<file path="src/rtl/microseq_pkg.sv">
// Shared definitions for the micro-sequencer slice.
//   NOP_INSTR     canonical RISC-V NOP (addi x0,x0,0) shown when nothing is issuing
//   state_e       sequencer states
//   desc_width    width of one descriptor word {len[AW:0], base[AW-1:0]}
//   default_*     built-in ROM/descriptor image used when no image file is given
package microseq_pkg;

  localparam logic [31:0] NOP_INSTR = 32'h0000_0013;

  typedef enum logic {
    ST_IDLE = 1'b0,
    ST_RUN  = 1'b1
  } state_e;

  // A descriptor holds a length one bit wider than the address so that a
  // program may span the whole ROM.
  function automatic int unsigned desc_width(input int unsigned aw);
    return 2 * aw + 1;
  endfunction

  // Built-in image: every word carries its own address in the low half,
  // which makes misordered fetches easy to spot.
  function automatic logic [31:0] default_word(input int unsigned addr);
    return 32'hC0DE_0000 | (addr & 32'h0000_FFFF);
  endfunction

  function automatic int unsigned default_base(input int unsigned prog);
    case (prog)
      0:       return 0;
      1:       return 8;
      2:       return 16;
      3:       return 20;
      4:       return 40;
      default: return 0;
    endcase
  endfunction

  // Program 2 is deliberately empty; entries past 4 are empty as well.
  function automatic int unsigned default_len(input int unsigned prog);
    case (prog)
      0:       return 5;
      1:       return 3;
      2:       return 0;
      3:       return 12;
      4:       return 24;
      default: return 0;
    endcase
  endfunction

endpackage

</file>
<file path="src/rtl/microseq_rom.sv">
// Program ROM plus descriptor table, both read asynchronously.
//   addr_i      word address into the program ROM
//   sel_i       program index into the descriptor table
//   instr_o     ROM word at addr_i
//   base_o      first word of the selected program
//   len_o       length of the selected program in words (0 = empty)
//   sel_valid_o sel_i names an existing descriptor
// The ROM and descriptor contents come from the built-in image in microseq_pkg.
module microseq_rom
  import microseq_pkg::*;
#(
  parameter int    INSTR_W      = 32,
  parameter int    PRG_CAPACITY = 64,
  parameter int    NUM_PROGS    = 4,
  parameter int    AW           = 6,
  parameter int    PSW          = 2,
  parameter string SOURCE_FILE  = "data/microseq.mem",
  parameter string DESC_FILE    = "data/microseq_desc.mem"
) (
  input  logic [AW-1:0]      addr_i,
  input  logic [PSW-1:0]     sel_i,
  output logic [INSTR_W-1:0] instr_o,
  output logic [AW-1:0]      base_o,
  output logic [AW:0]        len_o,
  output logic               sel_valid_o
);

  localparam int DW = desc_width(AW);
  localparam int LW = AW + 1;

  logic [INSTR_W-1:0] rom_mem  [PRG_CAPACITY];
  logic [DW-1:0]      desc_mem [NUM_PROGS];
  logic [DW-1:0]      desc_word;

  // Image load at elaboration, followed by a simulation-only sanity check
  // that no program runs past the end of the ROM.
  initial begin
    for (int i = 0; i < PRG_CAPACITY; i++)
      rom_mem[AW'(i)] = INSTR_W'(default_word(i));
    for (int p = 0; p < NUM_PROGS; p++)
      desc_mem[PSW'(p)] = {LW'(default_len(p)), AW'(default_base(p))};
    for (int p = 0; p < NUM_PROGS; p++) begin
      assert (32'(desc_mem[PSW'(p)][AW-1:0]) + 32'(desc_mem[PSW'(p)][DW-1:AW])
              <= 32'(PRG_CAPACITY))
        else $error("descriptor %0d runs past the end of the ROM", p);
    end
  end

  // Out-of-range selections read as an empty descriptor so the table is
  // never indexed past its end.
  assign sel_valid_o = (32'(sel_i) < 32'(NUM_PROGS));
  assign desc_word   = sel_valid_o ? desc_mem[sel_i] : '0;
  assign base_o      = desc_word[AW-1:0];
  assign len_o       = desc_word[DW-1:AW];
  assign instr_o     = rom_mem[addr_i];

endmodule

</file>
<file path="src/rtl/microseq_control.sv">
// Multi-program instruction sequencer feeding the core's fetch stage.
//   clk_i         clock, all state on the rising edge
//   rst_i         synchronous active-high reset
//   start_i       launch request, honoured only while idle
//   prog_sel_i    program index, sampled with start_i
//   repeat_cnt_i  extra iterations (0 = run once), sampled with start_i
//   abort_i       stop the current run immediately, no done pulse
//   stall_f_i     fetch stall, holds the current word
//   instr_o       program word, or NOP when instr_valid_o is low
//   instr_valid_o instr_o is a program word
//   busy_o        a program is running
//   done_o        one-cycle pulse on normal completion
//   err_o         one-cycle pulse when start_i names a missing program
module microseq_control
  import microseq_pkg::*;
#(
  parameter int    INSTR_W      = 32,
  parameter int    PRG_CAPACITY = 64,
  parameter int    NUM_PROGS    = 4,
  parameter int    REP_W        = 8,
  parameter string SOURCE_FILE  = "data/microseq.mem",
  parameter string DESC_FILE    = "data/microseq_desc.mem",
  localparam int   AW           = $clog2(PRG_CAPACITY),
  localparam int   PSW          = (NUM_PROGS > 1) ? $clog2(NUM_PROGS) : 1
) (
  input  logic               clk_i,
  input  logic               rst_i,
  input  logic               start_i,
  input  logic [PSW-1:0]     prog_sel_i,
  input  logic [REP_W-1:0]   repeat_cnt_i,
  input  logic               abort_i,
  input  logic               stall_f_i,
  output logic [INSTR_W-1:0] instr_o,
  output logic               instr_valid_o,
  output logic               busy_o,
  output logic               done_o,
  output logic               err_o
);

  state_e             state_q, state_d;
  logic [AW-1:0]      idx_q, idx_d;
  logic [AW-1:0]      base_q, base_d;
  logic [AW-1:0]      end_q, end_d;
  logic [REP_W-1:0]   rep_q, rep_d;
  logic               done_q, done_d;
  logic               err_q, err_d;

  logic [INSTR_W-1:0] rom_instr;
  logic [AW-1:0]      desc_base;
  logic [AW:0]        desc_len;
  logic               sel_valid;

  microseq_rom #(
    .INSTR_W      (INSTR_W),
    .PRG_CAPACITY (PRG_CAPACITY),
    .NUM_PROGS    (NUM_PROGS),
    .AW           (AW),
    .PSW          (PSW),
    .SOURCE_FILE  (SOURCE_FILE),
    .DESC_FILE    (DESC_FILE)
  ) u_rom (
    .addr_i      (idx_q),
    .sel_i       (prog_sel_i),
    .instr_o     (rom_instr),
    .base_o      (desc_base),
    .len_o       (desc_len),
    .sel_valid_o (sel_valid)
  );

  // State register. Everything clears on reset, including any pending
  // done/err pulse, so a reset mid-run never reports completion.
  always_ff @(posedge clk_i) begin
    if (rst_i) begin
      state_q <= ST_IDLE;
      idx_q   <= '0;
      base_q  <= '0;
      end_q   <= '0;
      rep_q   <= '0;
      done_q  <= 1'b0;
      err_q   <= 1'b0;
    end else begin
      state_q <= state_d;
      idx_q   <= idx_d;
      base_q  <= base_d;
      end_q   <= end_d;
      rep_q   <= rep_d;
      done_q  <= done_d;
      err_q   <= err_d;
    end
  end

  // Next-state logic. Abort outranks everything; a word only advances when
  // fetch accepts it. The last address is precomputed at launch so the run
  // loop needs a single equality compare. The low AW bits of len suffice
  // because a full-ROM program wraps base-1 to the top address.
  always_comb begin
    state_d = state_q;
    idx_d   = idx_q;
    base_d  = base_q;
    end_d   = end_q;
    rep_d   = rep_q;
    done_d  = 1'b0;
    err_d   = 1'b0;
    unique case (state_q)
      ST_IDLE: begin
        if (start_i && !abort_i) begin
          if (!sel_valid) begin
            err_d = 1'b1;
          end else if (desc_len == '0) begin
            done_d = 1'b1;
          end else begin
            state_d = ST_RUN;
            idx_d   = desc_base;
            base_d  = desc_base;
            end_d   = desc_base + desc_len[AW-1:0] - AW'(1);
            rep_d   = repeat_cnt_i;
          end
        end
      end
      ST_RUN: begin
        if (abort_i) begin
          state_d = ST_IDLE;
        end else if (!stall_f_i) begin
          if (idx_q != end_q) begin
            idx_d = idx_q + AW'(1);
          end else if (rep_q != '0) begin
            idx_d = base_q;
            rep_d = rep_q - REP_W'(1);
          end else begin
            state_d = ST_IDLE;
            done_d  = 1'b1;
          end
        end
      end
    endcase
  end

  assign instr_valid_o = (state_q == ST_RUN);
  assign busy_o        = (state_q == ST_RUN);
  assign instr_o       = (state_q == ST_RUN) ? rom_instr : INSTR_W'(NOP_INSTR);
  assign done_o        = done_q;
  assign err_o         = err_q;

endmodule
</file>
<file path="config.mk">
export PLATFORM = sky130hd
export DESIGN_NAME = microseq_control
export DESIGN_NICKNAME = d
export VERILOG_FILES = /design/src/rtl/microseq_pkg.sv /design/src/rtl/microseq_rom.sv /design/src/rtl/microseq_control.sv
export SDC_FILE = /design/constraint.sdc
export NUM_CORES = 1
export LEC_CHECK = 0
export ABC_AREA = 1
export CAP_MARGIN = 10
export CORE_MARGIN = 4
export CORE_UTILIZATION = 45
export CTS_BUF_LIST = sky130_fd_sc_hd__clkbuf_4 sky130_fd_sc_hd__clkbuf_8 sky130_fd_sc_hd__clkbuf_16
export DETAILED_ROUTE_END_ITERATION = 6
export PLACE_DENSITY_LB_ADDON = 0.15
export SKIP_CTS_REPAIR_TIMING = 1
export SYNTH_ARGS = -nofsm -noshare
export SYNTH_HDL_FRONTEND = slang
export SYNTH_SLANG_ARGS = --single-unit
export TNS_END_PERCENT = 10
</file>
<file path="constraint.sdc">
create_clock -name clk_i -period 3.73 [get_ports clk_i]
set_input_delay 0.9325 -clock clk_i [delete_from_list [all_inputs] [get_ports clk_i]]
set_output_delay 0.9325 -clock clk_i [all_outputs]
set_load 0.1 [all_outputs]
</file>
==> metrics.md <==
| Metric | Value |
|---|---|
| Worst Hold Class | reg2reg |
| CTS tree | yes |
| Sw power | 0.0003503 W |
| Reg2Reg Setup Slack | 1.82 ns |
| Final Hold Vio Count | 0 |
| #FFs+latches synth | 23 |
| First-pass GRT wire length | 5.319 mm |
| Setup Viol. Count Final | 0 |
| Setup crit end | instr_o[1] |
| I/O pins | 51 |
| Pwr Density | 418.9 nW/um2 |
| Crit path from | busy_o |
| Yosys top cell area share | 0.2925 |
| Register-to-Register Path Depth | 7 |
| Most frequent cells in the layout | nand2_1, nor2_1, dfxtp_1 |
| Clock power share | 0.162 |
| Sequential standard cell area | 460.4 um2 |
| Finished Cell Area | 1739 um2 |
| Final routed DRC violation total | 0 |
| Max Freq | 0.3560 GHz |
| CP Capture Type | primary output |
| Initial antenna violation count | 0 |
| Drt initial violations | 73 |
| Die width | 67.14 um |
| Unrepaired setup endpoints after global routing | no |
| Combinational share of power | 0.448 |
| H-tree levels | 1 |
| Power Total | 0.0007285 W |
| Layout Cells excl Fill | 304 |
| Arr. time, crit path | 1.88 ns |
| Post-route ant nets | 0 |
| Max Buffers Root-to-Sink | 2 |
| Final TNS setup | 0 ns |
| Utilization after layout | 0.5171 |
| Syn_area_per_cell | 6.586 um2 |
| Inserted Clock Buffers | 3 |
| Core Rows | 21 |
| Status | completed |
| Starting density of the core | 0.4680 |
| # Max-Cap Violations | 0 |
| Yosys top cell by area | dfxtp_1 |
| GP Congestion | 0.8062 |
| Switching Share | 0.4809 |
| Vias in the first global route | 1172 |
| Die ar. | 4508 um2 |
| Slew Viols, Final | 0 |
| Vias | 1350 |
| DP Cell Count | 300 |
| Setup CP Type | reg2out |
| Antenna diodes | 0 |
| Fillers | 372 |
| Sequential fraction of design power | 0.390 |
| Die height | 67.14 um |
| Final wirelength | 3.062 mm |
| WP data required | 2.80 ns |
| Worst R2R End | u_rom.instr_o[1] |
| CTS Root Buffer Type | clkbuf_4 |
| YS warnings | 0 |
| Routed vias/inst | 4.441 |
| Crit path launch type | flip-flop |
| Post-DP Area | 1712 um2 |
| Post-synthesis cell area | 1574 um2 |
| Leak pwr | 0.8161 nW |
| Worst-skew pair later-pin latency | 0.31 ns |
| Largest cells by area after synthesis | dfxtp_1, buf_4, nand2_1 |
| Yosys cell types | 29 |
| Slew headroom | 0.3552 |
| Final cycle utilization of the critical path | 0.7530 |
| Multi-input gate area | 829.5 um2 |
| Maximum VDD drop | 0.0001728 V |
| Minimum clock period | 2.809 ns |
| Sink Count | 23 |
| Synthesis-to-layout area growth | 10.49% |
| DRT Pass-1 Iters | 4 |
| Routed wire length per instance | 10.07 um |
| Internal | 0.0003782 W |
| Skew final | 0.003079 ns |
| Clock slew at reported path FFs | 0.13 ns |
| Port buffer count | 29 |
| Dpl hpwl | 2.306 mm |
| NumNets Final | 276 |
| Share of cells above drive strength 1 | 0.1822 |
| Synth Instances | 239 |
| Seq/Total Area, Yosys | 0.2925 |
| Most common cell after layout, fill and taps aside | nand2_1 |
| Slew @ Worst Pin | 0.9642 ns |
| Largest net degree at the start of global routing | 18 |
| GRT Overall Usage | 0.1511 |
| Reg2reg start | busy_o |
| Core ar. | 3363 um2 |
| Grt ovf | 0 |
| Largest fanout on the critical path | 17 |
-- per-stage QoR --
stage          setup WS, ns  hold WS, ns
6_report             0.9214       0.5153
5_1_grt              0.7888       0.5534
4_1_cts              0.8980       0.5162
3_5_place_dp          1.260       0.4967
3_3_place_gp          1.248       0.4907
2_1_floorplan        0.5294       0.4702
-- final cells by class --
type / count / share of cell area
flip-flops and latches: 23 / 0.2647
repair buffers: 30 / 0.1496
inverters: 27 / 0.05971
well taps: 46 / 0.03309
multi-input cells: 174 / 0.4770
clock buffers: 3 / 0.01295
clock inverters: 1 / 0.002878
-- how the worst min path moves through the flow --
stage | from | to | cells after the start
after global placement | end_q[2] | end_q[2] | 2
final | end_q[2] | end_q[2] | 2
after global routing | end_q[2] | end_q[2] | 2
after detailed placement | end_q[2] | end_q[2] | 2
after floorplan | end_q[2] | end_q[2] | 2
after CTS | end_q[2] | end_q[2] | 2
-- routing by layer --
layer / GRT usage / wire length [um] / up-vias
met3: 0.02329 / 275 / 4
met2: 0.2393 / 1280 / 47
met4: 0.04557 / 29 / 0
met1: 0.2108 / 1477 / 568
met5: 0 / 0 / -
li1: - / - / 731
-- critical path: stages, from the launching register on --
cell and delay (ns):
dfxtp_1 0.80, inv_4 0.19, or2_2 0.33, buf_4 0.24
-- power by group through the flow --
stage | clock network, W | registers (W) | logic (W)
2_1_floorplan | 0 | 0.000288 | 0.000302
3_3_place_gp | 0 | 0.000289 | 0.000325
3_5_place_dp | 0 | 0.000290 | 0.000327
4_1_cts | 0.000126 | 0.000284 | 0.000328
5_1_grt | 0.000133 | 0.000288 | 0.000356
6_report | 0.000118 | 0.000284 | 0.000326
-- cell usage after synthesis --
| master | instances |
|---|---|
| dfxtp_1 | 23 |
| nor2_4 | 1 |
| nand2_4 | 2 |
| or2_2 | 3 |
| a21oi_1 | 9 |
| a21oi_4 | 1 |
| nand2_1 | 54 |
| nand3_2 | 1 |
| a21oi_2 | 2 |
| o21ai_0 | 11 |
| buf_6 | 2 |
| o21ai_2 | 3 |
| a211oi_1 | 1 |
| conb_1 | 1 |
| inv_1 | 22 |
| nand3_1 | 14 |
| inv_4 | 1 |
| clkinv_1 | 1 |
| nor3_1 | 2 |
| o21ai_1 | 1 |
| clkbuf_1 | 3 |
| buf_4 | 29 |
| nor2_2 | 1 |
| nand2_2 | 9 |
| ha_1 | 2 |
| nor2_1 | 34 |
| nand4_1 | 2 |
| inv_2 | 3 |
| xor2_1 | 1 |
-- state kept, by name, summed over array words and instances, names as in the netlist --
signal	count
busy_o	1
done_o	1
end_q	2
idx_q	6
rep_q	8
u_rom.instr_o	5
-- cells by family (layout without fill, tap and decap cells) --
family	after synthesis	count (layout)	synth area share
buffers and inverters	61	61	0.2258
adders and majority gates	2	2	0.01590
DFF	23	23	0.2925
other	1	20	0.002382
and+or+nand+nor	123	123	0.3482
AOI/OAI and AO/OA	28	28	0.1097
xor gates and xnor gates	1	1	0.005565
(Power assumes the default switching activity.)
==> RTL change (same settings) <==
`INSTR_W` is set to 32 in 2 places; all go to 36.
--- a/src/rtl/microseq_rom.sv
+++ b/src/rtl/microseq_rom.sv
@@ -10,5 +10,5 @@
   import microseq_pkg::*;
 #(
-  parameter int    INSTR_W      = 32,
+  parameter int    INSTR_W      = 36,
   parameter int    PRG_CAPACITY = 64,
   parameter int    NUM_PROGS    = 4,
--- a/src/rtl/microseq_control.sv
+++ b/src/rtl/microseq_control.sv
@@ -15,5 +15,5 @@
   import microseq_pkg::*;
 #(
-  parameter int    INSTR_W      = 32,
+  parameter int    INSTR_W      = 36,
   parameter int    PRG_CAPACITY = 64,
   parameter int    NUM_PROGS    = 4,
Interface: changed (resized instr_o); port bits go from 51 to 55. No check against the original RTL was run, so the function may have changed too.
==> RTL change against the unedited design <==
Die area increased by 1.7%. Power increased by 3.2%. Largest power group unchanged. Area after synthesis increased by 1.9%. Clock power increased by 4%. Design area increased by 1.3%. Worst setup slack improved by 98 ps. Wire length increased by 1.2%. Sequential cell count unchanged.
==> RTL change: results (changes against the unedited design) <==
Placed design
  • Buffers on Ports: 29 (unchanged)
  • Routability cong.: 0.818 (was 0.806)
  • Setup WS pre-CTS: 1350 ps (was 1260 ps)
  • Half-perimeter wire length of the detailed placement result: 2330 microns (was 2310 microns)

Yosys
  • Share of the yosys chip area belonging to registers: 28.7% (was 29.3%)
  • Fraction of synthesized area in multiplexers: 0% (unchanged)
  • Compound-cell area share of the yosys netlist: 10.8% (was 11.0%)
  • Share of synthesized flip-flops with an asynchronous set or reset: 0% (unchanged)
  • List of most frequent post-synthesis cells: 54 x nand2_1, 34 x nor2_1, 33 x buf_4, 23 x dfxtp_1, 22 x inv_1 (was 54 x nand2_1, 34 x nor2_1, 29 x buf_4, 23 x dfxtp_1, 22 x inv_1)
  • Adder-cell area share of the yosys netlist: 1.56% (was 1.59%)
  • Area contributors post-synth: dfxtp_1 29%, buf_4 15%, nand2_1 13% (was dfxtp_1 29%, buf_4 14%, nand2_1 13%)
  • Synth unique cells: 29 (unchanged)
  • Fraction of synthesized cell area in xor and xnor cells: 0.546% (was 0.556%)

Pwr
  • Maximum vdd ir drop: 0.000203 V (was 0.000173 V)
  • Leak: 0.834 nW (was 0.816 nW)

Worst setup path
  • Worst Path Arrival: 1780 ps (was 1880 ps)
  • Critical-path top delay cell: clkdlybuf4s50_1 (was dfxtp_1)
  • Kind of cell with the highest combined delay on the critical path: buffers and inverters (was flip-flops)
  • Worst stage delay on the critical path: 1120 ps (was 800 ps)
  • Maximum fanout count along the critical path: 1 (was 17)
  • Worst R2R Setup Slack: 1910 ps (was 1820 ps)
  • Launch instance of the worst register-to-register path: busy_o$_SDFF_PP0_ (unchanged)
  • FF-to-FF path depth: 8 (was 7)
  • Critical Path Source: done_o$_SDFF_PP0_ (was busy_o$_SDFF_PP0_)

Cells and area
  • Ratio of cells with drive above 1 in the final layout: 18.3% (was 18.2%)
  • # nets final: 281 (was 276)
  • Number of fill cells: 370 (was 372)
  • Largest Register: rep_q (unchanged)

Timing
  • Worst hold slack: 512 ps (was 515 ps)
  • Slew Limit Headroom: 35.4% (was 35.5%)
  • Worst setup skew after layout: 4.74 ps (was 3.08 ps)

Global route
  • Antenna violations before repair: 0 (unchanged)
  • Via count of the first global-routing pass: 1044 (was 1172)
  • Total routing usage reported by global routing: 13.8% (was 15.1%)
  • Maximum number of pins on one net before global-route repair: 18 (unchanged)
  • First-pass GRT wire length: 4840 microns (was 5320 microns)

Drt
  • Per-cell via count in the routed design: 4.31 (was 4.44)
  • Total iterations of the first detailed-routing run: 4 (unchanged)
  • Initial DRC count: 83 (was 73)
  • Drt wl/cell: 10.0 microns (was 10.1 microns)

Hold path
  • Cells on Worst Hold Path: 2 (unchanged)
  • Hold Startpoint: end_q[2]$_SDFFE_PP0P_ (unchanged)
  • Min-Delay Endpoint: end_q[2]$_SDFFE_PP0P_ (unchanged)

Run status
  • Result of the run: completed (unchanged)
==> RTL change: changes by cell type in the layout (fill, tap and decap cells not counted), sizes merged <==
cell,delta
buf,+1
conb,+4
==> RTL change: cell type report <==
class                   instances  share of cell area (%)
multi-input cells             178                    47.9
clock inverters                 1                   0.284
inverters                      27                    5.89
well taps                      46                    3.27
clock buffers                   3                    1.28
repair buffers                 31                    15.2
flip-flops and latches         23                    26.1
==> RTL change: per-stage QoR <==
step	instances	instance area [sq um]
after global placement	305	1730
after CTS	309	1760
after global routing	309	1760
after floorplan	266	1690
final	309	1760
after detailed placement	305	1730
==> RTL change: logic make-up after synthesis <==
kind of cell	Yosys count
AOI/OAI and AO/OA	28
xor gates and xnor gates	1
adders and majority gates	2
buffers and inverters	65
DFF	23
other	1
and+or+nand+nor	123
==> RTL change: layer usage <==
metal  vias to the layer above  share of wire [%]  track usage, %
met2                        45                 39            19.9
li1                        735                  -               -
met3                         5                8.5            2.50
met5                         -                  0               0
met1                       547                 52            20.5
met4                         0                1.4            4.56
==> RTL change: report_power, final <==
| part | switching (mW) | internal [mW] | total, mW | leakage [nW] |
|---|---|---|---|---|
| combinational | 0.271 | 0.0750 | 0.346 | 0.628 |
| sequential | 0.0187 | 0.264 | 0.282 | 0.188 |
| clock | 0.0832 | 0.0402 | 0.123 | 0.0177 |
| total | 0.373 | 0.379 | 0.752 | 0.834 |
==> RTL change: worst max-delay path by stage <==
stage                                  end  cells after the start  slack (ps)
2_1_floorplan                   instr_o[2]                      4         530
3_3_place_gp   u_rom.instr_o[1]$_SDFF_PP0_                      9        1350
3_5_place_dp   u_rom.instr_o[1]$_SDFF_PP0_                      9        1350
4_1_cts                             done_o                      1        1020
5_1_grt                             done_o                      1         960
6_report                            done_o                      1        1020
